### src/rtl/uart_tx_queue.sv
// uart_tx_queue: byte FIFO feeding a UART transmitter through a start/busy handshake
module uart_tx_queue #(
  parameter int DEPTH = 16,
  parameter int START_TIMEOUT = 4
) (
  input  logic                   clk,
  input  logic                   rst,
  input  logic [7:0]             wr_data,
  input  logic                   wr_en,
  output logic                   full,
  output logic                   empty,
  output logic [$clog2(DEPTH):0] count,
  output logic                   overflow,
  input  logic                   tx_busy,
  output logic [7:0]             tx_data,
  output logic                   tx_start
);
  localparam int AW = $clog2(DEPTH);
  localparam int CW = AW + 1;
  localparam int TW = $clog2(START_TIMEOUT + 1);
  typedef enum logic [1:0] {IDLE, WAIT_BUSY, WAIT_DONE} state_t;
  state_t r_state, w_state_nxt;
  logic [7:0] r_mem [DEPTH];
  logic [AW-1:0] r_wr_ptr, r_rd_ptr;
  logic [CW-1:0] r_count, w_count_nxt;
  logic [TW-1:0] r_to;
  logic r_full, r_empty, r_overflow, r_tx_start;
  logic [7:0] r_tx_data;
  logic w_pop, w_wr, w_timeout;
  // a pop frees a slot in the same cycle, so a full FIFO can still accept
  assign w_pop = r_state == IDLE && !r_empty && !tx_busy;
  assign w_wr = wr_en && (!r_full || w_pop);
  assign w_timeout = r_to == TW'(START_TIMEOUT - 1);
  assign w_count_nxt = (w_wr && !w_pop) ? r_count + 1'b1 : (!w_wr && w_pop) ? r_count - 1'b1 : r_count;
  assign full = r_full;
  assign empty = r_empty;
  assign count = r_count;
  assign overflow = r_overflow;
  assign tx_data = r_tx_data;
  assign tx_start = r_tx_start;
  always_comb begin
    w_state_nxt = r_state;
    case (r_state)
      IDLE:      w_state_nxt = w_pop ? WAIT_BUSY : IDLE;
      WAIT_BUSY: w_state_nxt = tx_busy ? WAIT_DONE : w_timeout ? IDLE : WAIT_BUSY;
      WAIT_DONE: w_state_nxt = tx_busy ? WAIT_DONE : IDLE;
      default:   w_state_nxt = IDLE;
    endcase
  end
  always_ff @(posedge clk or posedge rst) begin
    if (rst) r_state <= IDLE;
    else r_state <= w_state_nxt;
  end
  always_ff @(posedge clk) begin
    if (w_wr) r_mem[r_wr_ptr] <= wr_data;
  end
  // pointers wrap for free because DEPTH is a power of two
  always_ff @(posedge clk or posedge rst) begin
    if (rst) begin
      r_wr_ptr   <= '0;
      r_rd_ptr   <= '0;
      r_count    <= '0;
      r_full     <= 1'b0;
      r_empty    <= 1'b1;
      r_overflow <= 1'b0;
      r_tx_start <= 1'b0;
      r_tx_data  <= 8'h00;
      r_to       <= '0;
    end else begin
      r_wr_ptr   <= w_wr ? r_wr_ptr + 1'b1 : r_wr_ptr;
      r_rd_ptr   <= w_pop ? r_rd_ptr + 1'b1 : r_rd_ptr;
      r_count    <= w_count_nxt;
      r_full     <= w_count_nxt == CW'(DEPTH);
      r_empty    <= w_count_nxt == '0;
      r_overflow <= wr_en && !w_wr;
      r_tx_start <= w_pop;
      r_tx_data  <= w_pop ? r_mem[r_rd_ptr] : r_tx_data;
      r_to       <= (r_state == WAIT_BUSY && !w_timeout) ? r_to + 1'b1 : '0;
    end
  end
endmodule

### config.mk
export PLATFORM = sky130hd
export DESIGN_NAME = uart_tx_queue
export DESIGN_NICKNAME = d
export VERILOG_FILES = /design/src/rtl/uart_tx_queue.sv
export SDC_FILE = /design/constraint.sdc
export NUM_CORES = 1
export LEC_CHECK = 0
export BUFFER_PORTS_ARGS = -buffer_cell sky130_fd_sc_hd__buf_4
export CORE_MARGIN = 3
export CORE_UTILIZATION = 35
export CTS_BUF_LIST = sky130_fd_sc_hd__clkbuf_8
export CTS_CLUSTER_DIAMETER = 100
export DETAILED_ROUTE_END_ITERATION = 12
export PLACE_DENSITY_LB_ADDON = 0.25
export SLEW_MARGIN = 40
export SYNTH_ARGS = -nofsm -noshare
export SYNTH_HDL_FRONTEND = slang
export SYNTH_SLANG_ARGS = --single-unit
### constraint.sdc
create_clock -name clk -period 5.68 [get_ports clk]
set_input_delay 0 -clock clk [delete_from_list [all_inputs] [get_ports clk]]
set_output_delay 0 -clock clk [all_outputs]
set_load 0.005 [all_outputs]
==> results.toml <==
[run_status]
outcome = "completed"

[finish]
multi_input_area_um2 = 1819
num_antenna_cells = 0
drive_gt1_share_pct = 26.82
area_growth_pct = 14.81
final_cell_mix = "128 x edfxtp_1, 31 x buf_4, 27 x dfrtp_1, 24 x mux2_2, 19 x clkbuf_8"
num-fill-cells = 1596
final_common_cell = "edfxtp_1"
final_cells = 669
regArea_um2 = 4598
nets = 448

[synthesis]
synth_seq_cells = 158
synth_edf_count = 128
ys_seq_area_share_pct = 70.85
yosys_warnings = 0
synthArstFlopShare_pct = 18.99
syn_area_per_cell_um2 = 16.80
synth.distinct_cells = 42
synthCells = 386
synth_top_flop_cell = "edfxtp_1"
syn_area_um2 = 6486
syn_nets = 407

[critical_path]
reg2reg_depth = 4
cpPeakStageDelay_ns = 0.67
crit_path_start_kind = "flip-flop"
r2r-start = "r_state[0]"
path_cells = "or4_4 -> a21boi_2 -> nand2_1 -> nor2_1"
cp.arrival_ns = 2.80
worst-path-buf-inv = 0
end_kind = "flip-flop"
crit_fanout = 12
critPathTopFamily = "simple AND/OR/NAND/NOR gates"
r2r-end = "r_mem[9][6]"
rrSetupSlack_ns = 2.94
crit_type = "reg2reg"
required_ns = 5.74
cp_slowest_cell = "or4_4"

[floorplanning]
die_w_um = 142.1
start_util_pct = 35.86
io-pin-count = 29
core-area_um2 = 18090
dieArea_um2 = 20200
die_h_um = 142.1
rows = 49

[route]
wl_met2_mm = 6.494
first_pass_iters = 5
wire_per_inst_um = 20.16
via_count = 3446
totalWireLength_mm = 13.49
drt_iter0_markers = 233
ant_nets = 0
wl_met3_um = 711
routed.top_layer = "met4"
drc_errors = 0
vias_per_cell = 5.151
met1_length_mm = 6.137

[timing]
fin_tns_setup_ns = 0
finalSetupViolations = 0
skew_ns = 0.01340
timing.fmax_mhz = 364.4
worstMarginPinSlew_ns = 0.7860
finalCritPeriodShare_pct = 48.31
slew_headroom_pct = 47.40
fin_hold_ws_ns = 0.2114
finalHoldViolCount = 0
rsz0062_at_grt = "no"
min_period_ns = 2.744
finalMaxSlewViolations = 0

[place]
hpwl_mm = 8.671
place_congestion = 0.7711
portBuffers = 28
place_inst = 626

[global_route]
grt_pass1_vias = 3595
grt_pass1_wl_mm = 21.13
grt_util_all_layers_pct = 14.27
antenna_found_initial = 0
grt_max_degree = 44
gr-total-overflow = 0

[clocking]
clock_latency_ns = 0.44
cts_resized = 0
cts_tree = "yes"
clockBufferDepth = 2
h-tree-depth = 4
cts_sinks = 158
root_buffer = "clkbuf_8"
clkTransAtPathRegs_ns = 0.08
cts_buffers = 17

[run]
drv_cap = 0

[power]
ir_drop_uv = 189.7
leakage_nw = 2.612
power.density_nw_per_um2 = 463.8

[hold_path]
min-delay-path-class = "in2async"
[cell usage after synthesis (all sizes together) (3+ instances only)]
master	number	area, um2
a2111oi	3	32.53
a21o	9	67.56
a31oi	8	50.05
and3	3	18.77
buf	11	50.04
clkbuf	9	33.78
dfrtp	29	725.7
edfxtp	128	3844
ha	9	112.6
inv	8	30.03
mux2	24	270.3
mux2i	18	180.2
mux4	17	382.9
nand2	14	52.55
nand2b	4	25.02
nor2	18	67.56
nor3	6	30.03
o21ai	10	50.05
o21bai	8	60.06
o22a	8	70.07
o22ai	8	50.05
or3	4	25.02
xnor2	8	70.07
[through the flow]
stage               setup WS, ns  area (um2)  utilization, %  power (mW)
global placement           2.825        6923           38.28       2.673
floorplan                  3.082        6486               -       2.338
global route               2.723        7447           41.18       3.673
detailed placement         2.842        6949           38.42       2.703
CTS                        2.821        7430           41.08       3.496
finish                     2.936        7447           41.18       3.454
[layout make-up]
type                       instances  share of cell area, %
inverter                           8                 0.4032
sequential                       158                  61.74
clock inverter                    13                  1.462
tap                              229                  3.847
clock buffer                      19                  3.511
timing repair buffer              42                  4.603
multi-input combinational        200                  24.43
[worst max-delay path by stage]
stage / from / to / slack (ns) / depth (start not counted)
floorplan: r_state[0] / r_mem[3][0] / 3.08 / 5
global placement: r_state[0] / r_mem[2][5] / 2.83 / 4
detailed placement: r_state[0] / r_mem[11][6] / 2.84 / 4
CTS: r_state[0] / r_mem[11][2] / 2.82 / 4
global route: r_state[0] / empty / 2.72 / 5
finish: r_state[0] / r_mem[9][6] / 2.94 / 4
[layer usage]
| metal | vias to the layer above | global-route usage, % |
|---|---|---|
| met5 | - | 0 |
| met4 | 0 | 3.636 |
| met3 | 11 | 4.671 |
| met2 | 76 | 21.76 |
| met1 | 1770 | 19.89 |
| li1 | 1589 | - |
[sequential cells by signal, summed over array words and instances (netlist names)]
register	cells
tx_start	1
r_state	2
overflow	1
tx_data	8
full	1
r_rd_ptr	4
r_wr_ptr	4
r_mem	128
r_to	3
count	5
empty	1
[kinds of logic (layout without fill, tap and decap cells)]
kind of cell               after synthesis  in the layout  synth area share [%]
adders and majority gates                9              9                 1.736
AOI/OAI and AO/OA                       60             60                 6.655
DFF                                    158            158                 70.85
and+or+nand+nor                         63             63                 4.938
buffers and inverters                   28             82                 1.755
muxes                                   59             59                 12.85
xor gates and xnor gates                 9              9                 1.215
[worst register-to-register path, delay by kind of cell, from the launching register on]
family	cells	cell delay [ns]
and+or+nand+nor	3	1.56
DFF	1	0.43
AOI/OAI and AO/OA	1	0.37
[report_power, final]
part | leakage, nW | total, mW | internal (mW) | switching, mW
Sequential | 1.51 | 1.62 | 1.43 | 0.184
Combinational | 0.895 | 1.06 | 0.513 | 0.543
Clock | 0.207 | 0.779 | 0.400 | 0.379
Total | 2.61 | 3.45 | 2.35 | 1.11
[repair_timing]
| item | 4_1_cts | 5_1_grt |
|---|---|---|
| hold buffers | 11 | 0 |
| endpoints found under the hold margin | 164 | 0 |
| setup buffers | 0 | 0 |
Power figures use the tool's default switching activity.
